File: config.mk
export PLATFORM = sky130hd
export DESIGN_NAME = cordic_angle_reducer
export DESIGN_NICKNAME = d
export VERILOG_FILES = /design/src/rtl/cordic_pkg.sv /design/src/rtl/cordic_angle_reducer.sv
export SDC_FILE = /design/constraint.sdc
export NUM_CORES = 1
export LEC_CHECK = 0
export CAP_MARGIN = 20
export CORE_MARGIN = 2
export CORE_UTILIZATION = 51
export CTS_CLUSTER_SIZE = 16
export DETAILED_ROUTE_END_ITERATION = 10
export PLACE_DENSITY = 0.78
export SLEW_MARGIN = 20
export SYNTH_ARGS = -nofsm -noshare
export SYNTH_HDL_FRONTEND = slang
export SYNTH_SLANG_ARGS = --single-unit
File: constraint.sdc
create_clock -name clock -period 4 [get_ports clock]
set_clock_uncertainty 0.1 [all_clocks]
set_input_delay 0.6 -clock clock [delete_from_list [all_inputs] [get_ports clock]]
set_output_delay 0.6 -clock clock [all_outputs]
set_load 0.05 [all_outputs]
File: src/rtl/cordic_pkg.sv
// Shared definitions for the CORDIC angle reducer and rotation core.
package cordic_pkg;

    localparam int ANGLE_FRAC = 16;

    // Angle constants in Q16, held at the reducer's 21-bit working width.
    localparam logic signed [20:0] TWO_PI_Q16  = 21'sd411775;
    localparam logic signed [20:0] PI_Q16      = 21'sd205887;
    localparam logic signed [20:0] HALF_PI_Q16 = 21'sd102944;

    typedef enum logic [2:0] {
        ST_IDLE   = 3'd0,
        ST_WRAP   = 3'd1,
        ST_FOLD   = 3'd2,
        ST_LAUNCH = 3'd3,
        ST_WAIT   = 3'd4
    } reducer_state_t;

endpackage

File: src/rtl/cordic_angle_reducer.sv
// Reduces a Q4.16 angle into [-pi/2, pi/2] for the CORDIC core, launches the
// core, and flags when its sin/cos outputs are valid and whether to negate them.
module cordic_angle_reducer
    import cordic_pkg::*;
#(
    parameter int ITERATIONS = 16
) (
    input  logic               clock,
    input  logic               reset,
    input  logic signed [19:0] in_angle,
    input  logic               in_valid,
    output logic               in_ready,
    output logic signed [17:0] out_angle,
    output logic               init,
    output logic               negate,
    output logic               result_valid
);

    localparam int CNT_W = $clog2(ITERATIONS + 1);
    localparam logic [CNT_W-1:0] CNT_LAST = CNT_W'(ITERATIONS - 1);
    localparam logic [CNT_W-1:0] CNT_ZERO = {CNT_W{1'b0}};
    localparam logic [CNT_W-1:0] CNT_ONE  = {{(CNT_W-1){1'b0}}, 1'b1};

    reducer_state_t     state_r, state_s;
    logic signed [20:0] acc_r, acc_s;
    logic [CNT_W-1:0]   cnt_r, cnt_s;
    logic signed [17:0] out_angle_r, out_angle_s;
    logic               negate_r, negate_s;
    logic               init_r, init_s;
    logic               in_ready_r, in_ready_s;
    logic               result_valid_r, result_valid_s;

    logic signed [20:0] addend_s;
    logic               adjust_s;
    logic signed [20:0] sum_s;

    // Constant selection for the shared adder: +/-2pi while wrapping, +/-pi while folding.
    always_comb begin
        addend_s = 21'sd0;
        adjust_s = 1'b0;
        if (state_r == ST_WRAP) begin
            if (acc_r > PI_Q16) begin
                addend_s = -TWO_PI_Q16;
                adjust_s = 1'b1;
            end else if (acc_r < -PI_Q16) begin
                addend_s = TWO_PI_Q16;
                adjust_s = 1'b1;
            end else begin
                addend_s = 21'sd0;
                adjust_s = 1'b0;
            end
        end else if (state_r == ST_FOLD) begin
            if (acc_r > HALF_PI_Q16) begin
                addend_s = -PI_Q16;
                adjust_s = 1'b1;
            end else if (acc_r < -HALF_PI_Q16) begin
                addend_s = PI_Q16;
                adjust_s = 1'b1;
            end else begin
                addend_s = 21'sd0;
                adjust_s = 1'b0;
            end
        end else begin
            addend_s = 21'sd0;
            adjust_s = 1'b0;
        end
    end

    assign sum_s = acc_r + addend_s;

    // Next-state and next-output logic; outputs are all registered below.
    always_comb begin
        state_s        = state_r;
        acc_s          = acc_r;
        cnt_s          = cnt_r;
        out_angle_s    = out_angle_r;
        negate_s       = negate_r;
        init_s         = 1'b0;
        in_ready_s     = 1'b0;
        result_valid_s = 1'b0;
        case (state_r)
            ST_IDLE: begin
                if (in_valid) begin
                    acc_s      = {in_angle[19], in_angle};
                    state_s    = ST_WRAP;
                    in_ready_s = 1'b0;
                end else begin
                    in_ready_s = 1'b1;
                end
            end
            ST_WRAP: begin
                acc_s   = sum_s;
                state_s = ST_FOLD;
            end
            ST_FOLD: begin
                // Result always lies in [-pi/2, pi/2], so 18 bits suffice.
                out_angle_s = sum_s[17:0];
                negate_s    = adjust_s;
                init_s      = 1'b1;
                state_s     = ST_LAUNCH;
            end
            ST_LAUNCH: begin
                cnt_s   = CNT_ZERO;
                state_s = ST_WAIT;
            end
            ST_WAIT: begin
                if (cnt_r == CNT_LAST) begin
                    result_valid_s = 1'b1;
                    in_ready_s     = 1'b1;
                    state_s        = ST_IDLE;
                end else begin
                    cnt_s = cnt_r + CNT_ONE;
                end
            end
            default: begin
                state_s    = ST_IDLE;
                in_ready_s = 1'b1;
            end
        endcase
    end

    // State and output registers with synchronous reset that drops any pending angle.
    always_ff @(posedge clock) begin
        if (reset) begin
            state_r        <= ST_IDLE;
            acc_r          <= 21'sd0;
            cnt_r          <= CNT_ZERO;
            out_angle_r    <= 18'sd0;
            negate_r       <= 1'b0;
            init_r         <= 1'b0;
            in_ready_r     <= 1'b1;
            result_valid_r <= 1'b0;
        end else begin
            state_r        <= state_s;
            acc_r          <= acc_s;
            cnt_r          <= cnt_s;
            out_angle_r    <= out_angle_s;
            negate_r       <= negate_s;
            init_r         <= init_s;
            in_ready_r     <= in_ready_s;
            result_valid_r <= result_valid_s;
        end
    end

    assign in_ready     = in_ready_r;
    assign out_angle    = out_angle_r;
    assign init         = init_r;
    assign negate       = negate_r;
    assign result_valid = result_valid_r;

endmodule

==> results.yml, run 1 <==
status:
  outcome: "finished, final reports clean"
pwr:
  switchingPower_uw: 862
  seqPwrFrac_pct: 29.6
  ir_drop_v: 0.000244
  p_clk_share_pct: 18.0
  power_frac_comb_pct: 52.4
  p_int_uw: 1250
  leakagePower_uw: 0.00195
  switching_share_pct: 40.8
  power_density_mw_per_mm2: 433
die:
  initial_utilization_pct: 52.4
  rows: 30
  fp.dieH_um: 87.1
  die_area_mm2: 0.00758
  core_mm2: 0.00672
  pin_count: 45
  die_width_um: 87.1
yosys:
  synth.most_common_cell: "dfxtp_1"
  synth_top_area_share_pct: 29.0
  synth-async-reset-ratio_pct: 0
  synth_cell_types: 66
  synth.top_cells.by_count: "dfxtp_1, nand2_1, nor2_1"
  synth_area_mm2: 0.00352
  yosys.area.top_type: "dfxtp_1"
  synth_top_flop_cell: "dfxtp_1"
  syn_nets: 502
  ys_ff_latch: 51
  yosys-top-cells-area: "dfxtp_1, ha_1, a21oi_1, nand2_1, nor2_1"
  netlist_instances: 456
  ys_seq_area_share_pct: 29.0
  synth_edf_count: 0
  synth_area_per_cell_um2: 7.72
  ys_warn_count: 0
grt:
  grt_max_degree: 46
  antenna_found_initial: 0
  track_usage_pct: 29.0
  gr-total-overflow: 0
  grt_pass1_vias: 3623
  grt_pass1_wl_um: 17700
timing:
  rsz0062_at_grt: "true"
  min_period_over_period_pct: 99.2
  period_minus_slack_ps: 3970
  max_freq_ghz: 0.252
  final-hold-violation-count: 0
  finalSetupViolCount: 0
  drv_slew: 0
  fin_setup_tns_ps: 0
  tightest_slew_ps: 899
  slew_headroom_pct: 39.7
  fin_ws_ps: 32.1
final_layout:
  drive_above_1_share_pct: 24.2
  antenna_cells: 0
  area_delta_synth_final_pct: 38.4
  nNetsFinal: 595
drt:
  first_iter_violations: 274
  ant_nets: 0
  dr_total_vias: 3894
  drt-pass1-iter-count: 5
  drc: 0
  drt-total-wl_um: 11100
  drt-wirelength-per-cell_um: 17.6
  via_per_inst: 6.18
hold_path:
  hold_depth: 2
  holdCritStartpoint: "out_angle[12]$_SDFFE_PP0P_"
  hold_path_end: "out_angle[12]$_SDFFE_PP0P_"
  hp-class: "reg2reg"
clocking:
  cts_made_buffers: 5
  holdBufCountCts: 0
  cts_tree: "yes"
  clockRootBuffer: "clkbuf_8"
  clkTransAtPathRegs_ps: 100
  clkSinkCount: 51
  htree_levels: 2
  clock_latency_ps: 320
  cts_max_path_buffers: 2
setup_path:
  rrSetupSlack_ps: 30
  r2r-start: "acc_r[1]$_SDFFE_PP0P_"
  critical_path_class: "reg2reg"
  endpoint_kind: "flip-flop"
  worst_setup_path_start_kind: "flip-flop"
  cp.required_ps: 4140
  r2r_end: "acc_r[13]$_SDFFE_PP0P_"
  reg2regPathDepth: 15
  worstPathMaxFanout: 5
  arrival_ps: 4110
run:
  drv_cap: 0
place:
  hpwlAfterDp_um: 7500
  portBuffers: 44
  routabilityCongestion: 0.935
  dp_slack_ps: -167
worst max-delay path, cell delays in order (launching register included):
cell and delay [ps]:
dfxtp_2 330, or4_4 540, nor3_2 160, o41ai_1 120
a2111oi_1 420, a211oi_2 130, nor2_2 190, buf_4 160
ha_1 230, a21o_1 190, a22oi_2 270, o311ai_4 170
o41a_1 370, buf_4 150, xnor2_1 120, a211oi_1 220
cell type report:
| cell class | instances | area (um^2) |
|---|---|---|
| Fill cell | 504 | 1850 |
| Clock buffer | 5 | 68.8 |
| Tap cell | 80 | 100 |
| Timing Repair Buffer | 113 | 962 |
| Clock inverter | 3 | 46.3 |
| Sequential cell | 51 | 1020 |
| Multi-Input combinational cell | 369 | 2640 |
| Inverter | 9 | 33.8 |
power by group through the flow:
stage                     sequential [uW]  clock, uW  combinational [uW]
after global placement                627          0                 950
final                                 625        380                1100
after CTS                             619        388                 999
after detailed placement              630          0                 966
after global routing                  633        402                1200
after floorplan                       692          0                 538
worst max path at each step:
stage,cells past startpoint,startpoint,to
final,15,acc_r[1]$_SDFFE_PP0P_,acc_r[13]$_SDFFE_PP0P_
after global routing,15,acc_r[1]$_SDFFE_PP0P_,acc_r[13]$_SDFFE_PP0P_
after CTS,14,acc_r[1]$_SDFFE_PP0P_,out_angle[13]$_SDFFE_PP0P_
after detailed placement,15,acc_r[1]$_SDFFE_PP0P_,acc_r[18]$_SDFFE_PP0P_
after global placement,15,acc_r[1]$_SDFFE_PP0P_,acc_r[18]$_SDFFE_PP0P_
after floorplan,14,acc_r[1]$_SDFFE_PP0P_,acc_r[18]$_SDFFE_PP0P_
cells in the final DEF, fill, tap and decap left out, types with 6 or more instances in the layout:
cell type,synthesis,final
a21oi_1,42,37
nand3_1,20,20
xor2_1,8,8
inv_1,8,8
nor3_1,11,10
dfxtp_1,51,48
a21oi_2,1,6
and3_1,8,8
ha_4,0,6
a211oi_1,7,6
ha_1,22,12
xnor2_1,7,7
nand2_1,50,50
a21o_1,10,10
o21ai_0,21,18
nor2_1,50,47
nor4_1,7,6
buf_4,0,68
clkdlybuf4s50_1,0,44
o211ai_1,9,9
logic make-up (layout without fill, tap and decap cells):
family / after synthesis / after routing / share of synthesized area, %
simple gates: 184 / 184 / 26.1
compound gates: 145 / 145 / 28.1
flops: 51 / 51 / 29.0
buf+inv: 36 / 130 / 4.02
fa+ha+maj: 23 / 23 / 8.39
xor+xnor: 15 / 15 / 3.73
mux: 2 / 2 / 0.605
registers in the layout, summed over array words and instances, names as in the netlist:
signal,flops
cnt_r,5
result_valid,1
negate,1
out_angle,18
state_r,3
acc_r,21
in_ready,1
init,1
layer usage:
layer	up-vias	track usage (%)	part of all wire [%]
met2	122	48.9	48
met3	16	3.60	4.5
met1	1851	39.3	46
met5	-	0	0
met4	0	6.96	1.7
li1	1905	-	-
repair_timing:
| item | CTS | global route |
|---|---|---|
| setup endpoints to repair | 10 | 21 |
| setup buffers | 3 | 4 |
| gates resized for setup | 14 | 40 |
| pin swaps | 3 | 22 |
through the flow:
step | power, uW | utilization [%] | area, um^2 | std cells | hold slack (ps)
after floorplan | 1230 | - | 3520 | 456 | 350
after global placement | 1580 | 66.0 | 4430 | 617 | 345
after detailed placement | 1600 | 66.0 | 4430 | 617 | 348
after CTS | 2010 | 69.0 | 4640 | 628 | 364
after global routing | 2230 | 72.5 | 4870 | 630 | 388
final | 2110 | 72.5 | 4870 | 630 | 365
No activity file was read; power rests on OpenSTA's default activity.
==> inputs of run 2 (changes only) <==
==> constraint.sdc (replaced) <==
create_clock -name clock -period 4 [get_ports clock]
set_clock_uncertainty 0.1 [all_clocks]
set_input_delay 1 -clock clock [delete_from_list [all_inputs] [get_ports clock]]
set_output_delay 1 -clock clock [all_outputs]
set_load 0.05 [all_outputs]
==> run 2 against run 1 <==
- the flow now finishes with violations (setup timing)
- worst setup slack lost 81 ps
- clock-buffer cell count is the same
- combinational power grew 9%
- largest power group unchanged
==> results.yml, run 2 (synthesis gave the netlist of run 1 again) <==
setup_path:
  path_cells: "or4_4 > or4_4 > o2111ai_2 > a21oi_2 > buf_4 > a21oi_4 > nor2_4 > ha_4 > nand4_1 > buf_4 > o311ai_4 > buf_12 > buf_6 > a21oi_2 > or4_1 > nand3_1"
  worst_setup_path_start_kind: "flip-flop"
  endpoint_kind: "flip-flop"
  slowest_stage: "or4_4"
  cp.required_ps: 4180
  reg2regPathDepth: 16
  arrival_ps: 4230
  worstPathMaxFanout: 5
  cpPeakStageDelay_ps: 530
  critical_path_class: "reg2reg"
timing:
  fin_ws_ps: -48.6
  rsz0062_at_grt: "true"
  drv_slew: 0
  min_period_over_period_pct: 101
  slew_headroom_pct: 58.2
  final-hold-violation-count: 0
  max_freq_ghz: 0.247
  finalSetupViolCount: 6
  tightest_slew_ps: 624
  period_minus_slack_ps: 4050
die:
  fp.dieH_um: 87.1
  die_width_um: 87.1
  rows: 30
  die_area_mm2: 0.00758
  pin_count: 45
  core_mm2: 0.00672
  initial_utilization_pct: 52.4
final_layout:
  fin_cells: 634
  num-fill-cells: 454
  top_register: "acc_r"
  fin_area_mm2: 0.00506
  antenna_cells: 0
  nNetsFinal: 599
  layout_common_cells: "buf_4, nand2_1, dfxtp_1"
  largest_register_ffs: 21
  final_common_cell: "buf_4"
  area_delta_synth_final_pct: 43.8
  drive_above_1_share_pct: 27.3
grt:
  gr-total-overflow: 0
  grt_pass1_vias: 3695
  antenna_found_initial: 0
  track_usage_pct: 28.7
  grt_pass1_wl_um: 17400
  grt_max_degree: 46
place:
  portBuffers: 44
  routabilityCongestion: 0.925
  hpwlAfterDp_um: 7470
  dpl-instance-area_mm2: 0.00443
  dp_slack_ps: -134
  place_inst: 616
pwr:
  switching_share_pct: 42.3
  leakagePower_uw: 0.00199
  p_clk_share_pct: 17.8
  ir_drop_v: 0.000244
  p_int_uw: 1280
  power_density_mw_per_mm2: 440
  switchingPower_uw: 941
  seqPwrFrac_pct: 28.2
  power_frac_comb_pct: 54.1
drt:
  dr_total_vias: 4129
  via_per_inst: 6.51
  drt-pass1-iter-count: 5
  drc: 0
  drt-total-wl_um: 12500
  ant_nets: 0
  first_iter_violations: 399
  drt-wirelength-per-cell_um: 19.7
status:
  failed_checks: "setup timing"
  outcome: "finished, violations left"
hold_path:
  hold_depth: 2
  hp-class: "reg2reg"
clocking:
  clockRootBuffer: "clkbuf_8"
  clkTransAtPathRegs_ps: 110
  holdBufCountCts: 0
  cts_made_buffers: 5
  cts_tree: "yes"
  clkSinkCount: 51
  htree_levels: 2
  clock_latency_ps: 330
  cts_max_path_buffers: 2
run:
  drv_cap: 0
[run 2: per-stage QoR]
stage / power (uW) / TNS [ps] / utilization, % / hold WS (ps)
detailed placement: 1600 / -802 / 65.9 / 351
CTS: 2020 / 0 / 69.1 / 369
floorplan: 1230 / 0 / - / 350
global placement: 1570 / -126 / 65.9 / 344
finish: 2220 / -175 / 75.3 / 364
global route: 2330 / -1880 / 75.3 / 399
[run 2: layer usage]
layer | GRT usage [%] | wire, um
met2 | 48.8 | 6180
met1 | 37.3 | 5030
met3 | 3.32 | 867
met5 | 0 | 0
met4 | 10.7 | 403
[run 2: power by group through the flow]
stage | logic, uW | registers [uW] | clock network [uW]
6_report | 1200 | 626 | 395
5_1_grt | 1280 | 632 | 420
4_1_cts | 1010 | 617 | 391
3_5_place_dp | 969 | 628 | 0
3_3_place_gp | 946 | 626 | 0
2_1_floorplan | 538 | 692 | 0
[run 2: what timing repair did]
action	CTS	global route
setup endpoints to repair	15	26
resized for setup	21	54
setup buffers	2	9
pin swaps	10	40
[run 2: worst paths after layout]
path	start	end	slack, ps
setup / recovery	acc_r[10]$_SDFFE_PP0P_	out_angle[15]$_SDFFE_PP0P_	-50
hold / removal	out_angle[12]$_SDFFE_PP0P_	out_angle[12]$_SDFFE_PP0P_	360
setup reg to reg	acc_r[10]$_SDFFE_PP0P_	out_angle[15]$_SDFFE_PP0P_	-50
hold reg to reg	out_angle[12]$_SDFFE_PP0P_	out_angle[12]$_SDFFE_PP0P_	360
[run 2: area by class of cell]
class,count,area (um^2),share of cell area (%)
Multi-Input combinational cell,369,2750,54.4
Timing Repair Buffer,117,1030,20.4
Sequential cell,51,1020,20.3
Tap cell,80,100,1.98
Clock buffer,5,68.8,1.36
Clock inverter,3,47.5,0.940
Inverter,9,33.8,0.668
[run 2: critical path: cells and delay by family (launching register included)]
family          cells  cell delay (ps)
flops               1              350
simple gates        6             1740
fa+ha+maj           1              310
compound gates      5              920
buf+inv             4              580
==> inputs of run 3 (changes only) <==
--- a/config.mk
+++ b/config.mk
@@ -10,6 +10,7 @@
 export CORE_UTILIZATION = 51
 export CTS_CLUSTER_SIZE = 16
 export DETAILED_ROUTE_END_ITERATION = 10
+export GPL_TIMING_DRIVEN = 1
 export PLACE_DENSITY = 0.78
 export SLEW_MARGIN = 20
 export SYNTH_ARGS = -nofsm -noshare
==> results of run 3 <==
Same layout as run 2: the final DEF is identical, and so are final timing and power.
